**config.mk**
```make
export PLATFORM = sky130hd
export DESIGN_NAME = ms_countdown_timer_flat
export DESIGN_NICKNAME = d
export VERILOG_FILES = /design/src/rtl/ms_countdown_timer_pkg.sv /design/src/rtl/ms_countdown_timer_if.sv /design/src/rtl/ms_countdown_timer_bcd_dec.sv /design/src/rtl/ms_countdown_timer.sv /design/src/flat_wrapper.sv
export SDC_FILE = /design/constraint.sdc
export NUM_CORES = 1
export LEC_CHECK = 0
export ABC_AREA = 1
export BUFFER_PORTS_ARGS = -buffer_cell sky130_fd_sc_hd__buf_4
export CORE_MARGIN = 2
export CORE_UTILIZATION = 58
export DETAILED_ROUTE_END_ITERATION = 8
export GPL_TIMING_DRIVEN = 1
export PLACE_DENSITY = 0.86
export SETUP_SLACK_MARGIN = 0.4
export SLEW_MARGIN = 20
export SYNTH_ARGS = -nofsm -noshare
export SYNTH_HDL_FRONTEND = slang
export SYNTH_SLANG_ARGS = --single-unit
```
**constraint.sdc**
```tcl
create_clock -name clk -period 2.27 [get_ports clk]
set_input_delay 0.454 -clock clk [delete_from_list [all_inputs] [get_ports clk]]
set_output_delay 0.454 -clock clk [all_outputs]
set_load 0.005 [all_outputs]
```
**src/rtl/ms_countdown_timer_pkg.sv**
```systemverilog
// Shared types and constants for the seconds countdown timer and its display stage.
// Combinational helpers only; no latency, no backpressure.
package ms_timer_pkg;

  typedef enum logic [1:0] {
    ST_IDLE  = 2'd0,
    ST_RUN   = 2'd1,
    ST_PAUSE = 2'd2,
    ST_DONE  = 2'd3
  } state_t;

  localparam int          BCD_W             = 4;
  localparam logic [7:0]  BCD_ZERO          = 8'h00;
  localparam int          WARN_TOGGLE_TICKS = 250;

  // Saturate each nibble of a BCD pair to 9 so illegal load values still display.
  function automatic logic [2*BCD_W-1:0] bcd_clamp(input logic [2*BCD_W-1:0] v);
    logic [BCD_W-1:0] tens;
    logic [BCD_W-1:0] ones;
    tens = (v[2*BCD_W-1:BCD_W] > 4'd9) ? 4'd9 : v[2*BCD_W-1:BCD_W];
    ones = (v[BCD_W-1:0] > 4'd9) ? 4'd9 : v[BCD_W-1:0];
    return {tens, ones};
  endfunction

endpackage

```
**src/rtl/ms_countdown_timer_if.sv**
```systemverilog
// Command/status bundle between game control and the countdown timer; LOW_TIME_WARN_EN adds warnBlink.
// Pure wiring: no latency, pulses are single-cycle with no backpressure.
interface ms_countdown_timer_if;

  logic       oneMsTimeout;
  logic       load;
  logic [7:0] loadVal;
  logic       start;
  logic       pause;
  logic       timerEnable;
  logic [3:0] secTens;
  logic [3:0] secOnes;
  logic       running;
  logic       timeUp;
`ifdef LOW_TIME_WARN_EN
  logic       warnBlink;
`endif

  modport master (
`ifdef LOW_TIME_WARN_EN
    input  warnBlink,
`endif
    output oneMsTimeout, load, loadVal, start, pause,
    input  timerEnable, secTens, secOnes, running, timeUp
  );

  modport slave (
`ifdef LOW_TIME_WARN_EN
    output warnBlink,
`endif
    input  oneMsTimeout, load, loadVal, start, pause,
    output timerEnable, secTens, secOnes, running, timeUp
  );

endinterface

```
**src/rtl/ms_countdown_timer_bcd_dec.sv**
```systemverilog
// Two-digit BCD decrement that saturates at 00; is_zero flags a 00 result.
// Purely combinational, no backpressure.
module bcd_sec_decrement
  import ms_timer_pkg::*;
(
  input  logic [2*BCD_W-1:0] digits_in,
  output logic [2*BCD_W-1:0] digits_out,
  output logic               is_zero
);

  logic [BCD_W-1:0] tens_in;
  logic [BCD_W-1:0] ones_in;

  assign tens_in = digits_in[2*BCD_W-1:BCD_W];
  assign ones_in = digits_in[BCD_W-1:0];

  always_comb begin
    digits_out = digits_in;
    if (digits_in != BCD_ZERO) begin
      if (ones_in == 4'd0) begin
        digits_out = {tens_in - 4'd1, 4'd9};
      end else begin
        digits_out = {tens_in, ones_in - 4'd1};
      end
    end
  end

  assign is_zero = (digits_out == BCD_ZERO);

endmodule

```
**src/rtl/ms_countdown_timer.sv**
```systemverilog
// BCD seconds countdown driven by 1 ms ticks; status outputs are registered (one cycle behind state); LOW_TIME_WARN_EN adds warnBlink.
// No backpressure: every tick and command pulse is acted on or discarded in the cycle it arrives.
module ms_countdown_timer
  import ms_timer_pkg::*;
#(
  parameter int         MS_PER_TICK = 1000,
  parameter logic [7:0] START_SEC   = 8'h60
) (
  input  logic               clk,
  input  logic               rst,
  ms_countdown_timer_if.slave tif
);

  localparam int             MS_W    = (MS_PER_TICK > 1) ? $clog2(MS_PER_TICK) : 1;
  localparam logic [MS_W-1:0] MS_LAST = MS_W'(MS_PER_TICK - 1);
  localparam logic [MS_W-1:0] MS_ONE  = MS_W'(1);

  state_t          state_q, state_d;
  logic [7:0]      digits_q, digits_d;
  logic [MS_W-1:0] ms_cnt_q, ms_cnt_d;
  logic            running_q, running_d;
  logic            timer_en_q, timer_en_d;
  logic            time_up_q, time_up_d;

  logic [7:0]      dec_digits;
  logic            dec_is_zero;
  logic            sec_done;

  bcd_sec_decrement u_dec (
    .digits_in  (digits_q),
    .digits_out (dec_digits),
    .is_zero    (dec_is_zero)
  );

  assign sec_done = tif.oneMsTimeout && (ms_cnt_q == MS_LAST);

  always_comb begin
    state_d    = state_q;
    digits_d   = digits_q;
    ms_cnt_d   = ms_cnt_q;
    time_up_d  = 1'b0;
    running_d  = (state_q == ST_RUN);
    timer_en_d = (state_q == ST_RUN);

    if (tif.load) begin
      digits_d = bcd_clamp(tif.loadVal);
      ms_cnt_d = '0;
      state_d  = ST_IDLE;
    end else begin
      case (state_q)
        ST_IDLE: begin
          if (!tif.pause && tif.start && (digits_q != BCD_ZERO)) begin
            state_d = ST_RUN;
          end
        end
        ST_RUN: begin
          if (tif.oneMsTimeout) begin
            ms_cnt_d = sec_done ? '0 : ms_cnt_q + MS_ONE;
          end
          if (sec_done) begin
            digits_d = dec_digits;
          end
          // A tick coinciding with pause is counted first, so it can still expire the round.
          if (sec_done && dec_is_zero) begin
            state_d   = ST_DONE;
            time_up_d = 1'b1;
          end else if (tif.pause) begin
            state_d = ST_PAUSE;
          end
        end
        ST_PAUSE: begin
          if (!tif.pause && tif.start) begin
            state_d = ST_RUN;
          end
        end
        ST_DONE: begin
          state_d = ST_DONE;
        end
        default: begin
          state_d = ST_IDLE;
        end
      endcase
    end
  end

  always_ff @(posedge clk) begin
    if (!rst) begin
      state_q    <= ST_IDLE;
      digits_q   <= START_SEC;
      ms_cnt_q   <= '0;
      running_q  <= 1'b0;
      timer_en_q <= 1'b0;
      time_up_q  <= 1'b0;
    end else begin
      state_q    <= state_d;
      digits_q   <= digits_d;
      ms_cnt_q   <= ms_cnt_d;
      running_q  <= running_d;
      timer_en_q <= timer_en_d;
      time_up_q  <= time_up_d;
    end
  end

  assign tif.secTens     = digits_q[2*BCD_W-1:BCD_W];
  assign tif.secOnes     = digits_q[BCD_W-1:0];
  assign tif.running     = running_q;
  assign tif.timerEnable = timer_en_q;
  assign tif.timeUp      = time_up_q;

`ifdef LOW_TIME_WARN_EN
  localparam logic [7:0] WARN_LAST = 8'(WARN_TOGGLE_TICKS - 1);

  logic [7:0] warn_cnt_q, warn_cnt_d;
  logic       warn_q, warn_d;

  always_comb begin
    warn_cnt_d = '0;
    warn_d     = 1'b0;
    if ((state_q == ST_RUN) && (digits_q <= 8'h10)) begin
      warn_cnt_d = warn_cnt_q;
      warn_d     = warn_q;
      if (tif.oneMsTimeout) begin
        if (warn_cnt_q == WARN_LAST) begin
          warn_cnt_d = '0;
          warn_d     = ~warn_q;
        end else begin
          warn_cnt_d = warn_cnt_q + 8'd1;
        end
      end
    end
  end

  always_ff @(posedge clk) begin
    if (!rst) begin
      warn_cnt_q <= '0;
      warn_q     <= 1'b0;
    end else begin
      warn_cnt_q <= warn_cnt_d;
      warn_q     <= warn_d;
    end
  end

  assign tif.warnBlink = warn_q;
`endif

endmodule

```
**src/flat_wrapper.sv**
```systemverilog
// flat-port wrapper written by rule: the top's interface ports become plain ports
module ms_countdown_timer_flat import ms_timer_pkg::*;
#(
  parameter int         MS_PER_TICK = 1000,
  parameter logic [7:0] START_SEC   = 8'h60
)
  (clk, rst, tif_oneMsTimeout, tif_load, tif_loadVal, tif_start, tif_pause, tif_timerEnable, tif_secTens, tif_secOnes, tif_running, tif_timeUp);
  ms_countdown_timer_if tif_i ();
  input  logic clk;
  input  logic rst;
  input wire logic [$bits(tif_i.oneMsTimeout)-1:0] tif_oneMsTimeout;
  input wire logic [$bits(tif_i.load)-1:0] tif_load;
  input wire logic [$bits(tif_i.loadVal)-1:0] tif_loadVal;
  input wire logic [$bits(tif_i.start)-1:0] tif_start;
  input wire logic [$bits(tif_i.pause)-1:0] tif_pause;
  output wire logic [$bits(tif_i.timerEnable)-1:0] tif_timerEnable;
  output wire logic [$bits(tif_i.secTens)-1:0] tif_secTens;
  output wire logic [$bits(tif_i.secOnes)-1:0] tif_secOnes;
  output wire logic [$bits(tif_i.running)-1:0] tif_running;
  output wire logic [$bits(tif_i.timeUp)-1:0] tif_timeUp;
  assign tif_i.oneMsTimeout = tif_oneMsTimeout;
  assign tif_i.load = tif_load;
  assign tif_i.loadVal = tif_loadVal;
  assign tif_i.start = tif_start;
  assign tif_i.pause = tif_pause;
  assign tif_timerEnable = tif_i.timerEnable;
  assign tif_secTens = tif_i.secTens;
  assign tif_secOnes = tif_i.secOnes;
  assign tif_running = tif_i.running;
  assign tif_timeUp = tif_i.timeUp;
  ms_countdown_timer #(.MS_PER_TICK(MS_PER_TICK), .START_SEC(START_SEC)) u_core (.clk(clk), .rst(rst), .tif(tif_i));
endmodule
```
==> metrics, run 1 <==
Die X just over 50 µm; post-synth cell types 35; final clock skew 0.00913 ns; largest net degree at the start of global routing 14; final setup violation count 0; grt ovf 0; Worst Hold Launch tif_loadVal[2]; Max-cap violations 0; IO Port Bufs 24; Layout Area Growth over Synthesis 19.6%; clk_lat worst skew between 0.3 and 0.4 ns; crit-path cells inv_1, ha_1, nand2_1, inv_1, nand2_4, nand2_1, nor2_1, nor2_2, nand3_2, nand2_2, nand2_1, a21oi_1; Post-synth top flop dfxtp_1; Slew Limit Headroom 0.810; Initial Util 0.605; io pins 25; CP top delay family simple AND/OR/NAND/NOR gates; PwrDens between 500 and 600 nW/µm²; synthesized cell area 1310 µm²; slowest stage cell on the critical path dfxtp_1; Core ar. around 2200 µm²; Total Wirelength between 3000 and 4000 µm; CP Buf/Inv Count 2; n_diodes 0; row count 17; max-slew violations 0; Syn Nets a little over 200; vias in the first global route 1209; die area roughly 2700 µm²; Data arrival, critical path just under 2 ns; sequential share of the synthesized area 0.336; antenna violations before repair 0; Async SR Flop Fraction 0; CTS Buf Count 3; Initial DRT Pass Iterations 4; WS Path Type flip-flop to flip-flop; Avg WL per Cell ~13 µm; DRC Markers 0; leak pwr 0.000714 µW; FF-to-FF End u_core.state_q[1]; Mapped Cells between 150 and 200; Synth top cells by count 38 x nand2_1, 23 x nor2_1, 22 x dfxtp_1, 19 x inv_1, 13 x a21oi_1; worst-margin pin slew 0.283 ns; Max Freq 584 MHz; classification of the worst-slack hold path input pin to flip-flop; placed insts 236; H-tree depth 1; fin crit share 0.754; nets 230; Worst Hold Path Cells 3; Synth area leader dfxtp_1; R2R Path Start u_core.digits_q[5]; Clock transition at path regs 0.12 ns; crit end category flip-flop; GP Congestion about 0.92; first-pass GRT wire length 5170 µm; Startpoint Class flip-flop; CTS tree yes; CP dominant cell by count nand2_1; Die Span Y 51.6 µm; synthesis-stage register bit count 22; CTS sink cnt 22; Clock Path Buffers 2; status finished, final reports clean; CP max FO 5; top cell type's share of synthesized area 0.336; Critical Path Max Stage Delay around 0.38 ns; Syn. warnings 0; postcts setup bufs 0; Via density approximately 5.6; routed via count approximately 1300; Worst R2R Setup Slack between 0.5 and 0.6 ns; number of synthesized flops with an enable pin 0; Mapped Avg Cell Area approximately 7.1 µm²; Hold Vio Cnt, Final 0; DP HPWL approximately 2400 µm; maximum VDD drop around 0.56 mV; root buffer cell clkbuf_4; most common cell in the synthesized netlist nand2_1; DR iter-0 viols 52; Crit path required time between 2 and 2.5 ns; setup TNS 0 ns; worst reg2reg path depth 12; GRT Total Usage 0.265; Hold Path End u_core.digits_q[2]; fin crit period 1.71 ns; unrepaired setup endpoints after global routing no; layout cells sized above 1 0.264; Final ANT Viol Nets 0; final std cells w/o fill 240; largest cells by area after synthesis dfxtp_1 34%, nand2_1 11%, nor2_1 6.6%
-- worst max-delay path by stage --
stage	cells after the start	from	slack (ns)	endpoint
after floorplan	12	u_core.digits_q[4]	0.77	u_core.state_q[1]
after global placement	12	u_core.digits_q[4]	0.61	u_core.state_q[1]
after detailed placement	12	u_core.digits_q[4]	0.54	u_core.state_q[1]
after CTS	12	u_core.digits_q[4]	0.52	u_core.state_q[1]
after global routing	12	u_core.digits_q[4]	0.40	u_core.state_q[1]
final	12	u_core.digits_q[5]	0.56	u_core.state_q[1]
-- cell usage in the layout, fill, tap and decap left out, drive strengths merged, types with 2 or more instances in the layout --
cell type and count:
nand2 48, nor2 30, buf 24, inv 23
dfxtp 22, nand3 15, a21oi 14, o21ai 8
nor3 4, ha 3, clkbuf 3, o211ai 2
xnor2 2, o22ai 2
-- kinds of logic after synthesis --
logic type	synth area share
AND/OR/NAND/NOR	0.395
AO/OA/AOI/OAI	0.143
buffers and inverters	0.0782
flip-flops	0.336
XOR/XNOR	0.0200
adder cells (fa/ha/maj)	0.0286
-- registers in the layout, summed over array words and instances (netlist names) --
| signal | flops |
|---|---|
| u_core.digits_q | 8 |
| u_core.ms_cnt_q | 10 |
| u_core.tif.timeUp | 1 |
| u_core.tif.running | 1 |
| u_core.state_q | 2 |
-- final cells by class --
cell class | count | area (µm²)
clock inverters | 1 | 30.0
well taps | 28 | 35.0
multi-input cells | 139 | 769
inverters | 23 | 91.3
flip-flops and latches | 22 | 442
repair buffers | 24 | 180
fillers | 173 | 599
clock buffers | 3 | 22.5
-- metrics by stage --
stage | worst slack [ns] | area, µm² | power [µW] | util | hold WS, ns
after global placement | 0.609 | 1520 | 594 | 0.699 | 0.446
after global routing | 0.401 | 1570 | 942 | 0.724 | 0.421
after CTS | 0.521 | 1570 | 898 | 0.723 | 0.409
after floorplan | 0.770 | 1310 | 536 | - | 0.439
after detailed placement | 0.541 | 1520 | 601 | 0.699 | 0.457
final | 0.559 | 1570 | 896 | 0.724 | 0.410
-- worst reg2reg max path: cells and delay by family (launching register included) --
kind            cells  cell delay [ns]
simple gates        8             0.78
buf+inv             2             0.22
flops               1             0.38
fa+ha+maj           1             0.20
compound gates      1             0.05
-- per-layer routing --
layer,wire [µm],vias to the layer above,part of all wire,GRT usage
met5,0,-,0,0
met4,78,0,0.025,0.123
met3,206,9,0.066,0.0517
met2,1500,56,0.48,0.429
met1,1340,622,0.43,0.340
li1,-,655,-,-
-- where the power goes --
group | leakage, µW | internal, µW | switching (µW)
clock network | 0.0000279 | 179 | 121
logic | 0.000507 | 74.5 | 107
registers | 0.000179 | 399 | 16.8
total | 0.000714 | 652 | 244
-- what timing repair did --
item,4_1_cts,5_1_grt
endpoints found under the hold margin,0,0
resized for setup,0,1
setup endpoints to repair,0,3
hold buffers,0,0
No activity file was read; power rests on OpenSTA's default activity.
==> inputs of run 2 (changes only) <==
--- a/config.mk
+++ b/config.mk
@@ -5,13 +5,13 @@
 export SDC_FILE = /design/constraint.sdc
 export NUM_CORES = 1
 export LEC_CHECK = 0
-export ABC_AREA = 1
+export ABC_AREA = 0
 export BUFFER_PORTS_ARGS = -buffer_cell sky130_fd_sc_hd__buf_4
 export CORE_MARGIN = 2
-export CORE_UTILIZATION = 58
+export CORE_UTILIZATION = 48
 export DETAILED_ROUTE_END_ITERATION = 8
 export GPL_TIMING_DRIVEN = 1
-export PLACE_DENSITY = 0.86
+export PLACE_DENSITY = 0.77
 export SETUP_SLACK_MARGIN = 0.4
 export SLEW_MARGIN = 20
 export SYNTH_ARGS = -nofsm -noshare
==> constraint.sdc (replaced) <==
create_clock -name clk -period 1.5 [get_ports clk]
set_input_delay 0.3 -clock clk [delete_from_list [all_inputs] [get_ports clk]]
set_output_delay 0.3 -clock clk [all_outputs]
set_load 0.005 [all_outputs]
==> run 2 against run 1 <==
Net effect: the run now ends with setup timing left; design area increased by 30%; sequential share of layout area down 5.6 points; power grew 57%; fmax decreased by 15%; synthesized cell count is 18% lower; clock power is 56% higher; synthesized area is 5.2% lower; clock skew is 0.0072 ns lower; wire length up 35%; via count rose by 5.1%.
==> metrics, run 2 <==
status complete, but fails checks; violated checks setup timing; final clock skew 0.00190 ns; Largest regs u_core.ms_cnt_q: 10 flops, u_core.digits_q: 8 flops, u_core.state_q: 2 flops; H-tree depth 1; Max Freq between 400 and 500 MHz; Data arrival, critical path about 2.3 ns; final worst slack -0.506 ns; routed via count between 1000 and 1500; Clock Path Buffers 2; vias in the first global route approximately 1400; grt ovf 0; max reg flops 10; Clock transition at path regs between 0.1 and 0.15 ns; Core ar. 2480 µm²; WS Path Type flip-flop to flip-flop; total power roughly 1400 µW; Slew Limit Headroom 0.754; GRT Total Usage 0.286; Hold-fix buffers, CTS 0; fin crit share 1.34; DR iter-0 viols 27; root buffer cell clkbuf_4; maximum VDD drop roughly 0.60 mV; number of synthesized flops with an enable pin 0; Total Wirelength between 4000 and 5000 µm; Die X about 55 µm; Syn Nets between 150 and 200; IO Port Bufs 24; Post-synth top flop dfxtp_1; Initial Util 0.502; Critical Path Max Stage Delay about 0.56 ns; Syn. warnings 0; Synth top cells by count 22 x dfxtp_1, 22 x nor2_1, 15 x nand2_1; Startpoint Class flip-flop; max-slew violations 0; Hold Vio Cnt, Final 0; die area roughly 3000 µm²; Avg WL per Cell between 15 and 20 µm; Max-cap violations 0; PwrDens just under 700 nW/µm²; Final ANT Viol Nets 0; most frequent cells in the layout 43 x buf_4, 21 x buf_6, 16 x nor2_1, 16 x dfxtp_2, 14 x nand2_1; Via density approximately 5.8; CP max FO 3; final setup violation count 18; most common cell after layout, fill and taps aside buf_4; setup TNS -4.09 ns; sequential share of the synthesized area 0.354; CTS Buf Count 3; nets about 230; Worst R2R Setup Slack -0.51 ns; top cell type's share of synthesized area 0.354; synthesis-stage register bit count 22; Crit path required time 1.76 ns; CTS sink cnt 22; crit-path cells or4_4, or4b_4, a31oi_4, o221ai_4, a211oi_2; unrepaired setup endpoints after global routing yes; slowest stage cell on the critical path or4_4; CTS tree yes; leak pwr 0.000914 µW; pre-CTS setup slack -0.457 ns; row count 18; DRC Markers 0; clk_lat worst skew 0.32 ns; classification of the worst-slack hold path input pin to flip-flop; fin crit period roughly 2 ns; antenna violations before repair 0; Synth area leader dfxtp_1; synthesized cell area 1240 µm²; GP Congestion about 0.8; Mapped Avg Cell Area approximately 8 µm²; first-pass GRT wire length a little over 6000 µm; Initial DRT Pass Iterations 4; largest cells by area after synthesis dfxtp_1 35%, nor2_1 6.6%, nand2_1 4.5%; post-synth cell types 41; Async SR Flop Fraction 0; Die Span Y ~55 µm; layout cells sized above 1 0.530; Layout Area Growth over Synthesis 64.4%; n_diodes 0; DP HPWL around 2500 µm; crit end category flip-flop; Reg with most FFs u_core.ms_cnt_q; worst-margin pin slew approximately 0.37 ns; io pins 25; Mapped Cells about 150; largest net degree at the start of global routing 14
[run 2: timing repair]
action | in CTS | in global routing
resized for setup | 42 | 16
gates cloned | 1 | 0
endpoints found under the setup margin | 28 | 31
pin swaps | 9 | 4
setup buffers | 5 | 1
[run 2: cell type report]
cell class	count	area, µm²
clock inverters	1	30.0
repair buffers	65	564
well taps	30	37.5
flip-flops and latches	22	460
fillers	148	433
clock buffers	3	22.5
inverters	2	7.51
multi-input cells	122	922
[run 2: worst max-delay path, delay by kind of cell, from the launching register on]
kind | cells | cell delay (ns)
DFF | 1 | 0.35
AOI/OAI and AO/OA | 3 | 0.50
and+or+nand+nor | 2 | 1.08
[run 2: report_power, final]
part           switching, µW  internal [µW]  total [µW]
logic                    151            167         317
registers               19.6            603         622
clock network            196            270         466
[run 2: worst paths after layout]
| check | start | to | depth (start not counted) |
|---|---|---|---|
| max | u_core.digits_q[3] | u_core.state_q[1] | 5 |
| min | tif_pause | u_core.state_q[0] | 2 |
| max reg2reg | u_core.digits_q[3] | u_core.state_q[1] | 5 |
| min reg2reg | u_core.ms_cnt_q[9] | u_core.ms_cnt_q[9] | 3 |
[run 2: kinds of logic after synthesis]
group                    after synthesis  synth area share
AND/OR/NAND/NOR                       83             0.354
AO/OA/AOI/OAI                         23             0.136
flip-flops                            22             0.354
XOR/XNOR                               9            0.0634
buffers and inverters                  8            0.0292
multiplexers                           4            0.0332
adder cells (fa/ha/maj)                3            0.0302
[run 2: metrics by stage]
step	area, µm²	hold WS [ns]	cells	utilization
4_1_cts	1980	0.187	244	0.797
6_report	2040	0.171	245	0.825
3_3_place_gp	1740	0.510	234	0.704
2_1_floorplan	1300	0.405	152	-
3_5_place_dp	1740	0.525	234	0.704
5_1_grt	2040	0.184	245	0.825
[run 2: metal layers]
| metal | part of all wire | GRT usage |
|---|---|---|
| met1 | 0.41 | 0.354 |
| met2 | 0.50 | 0.506 |
| met3 | 0.056 | 0.0430 |
| met4 | 0.027 | 0.0935 |
| met5 | 0 | 0 |
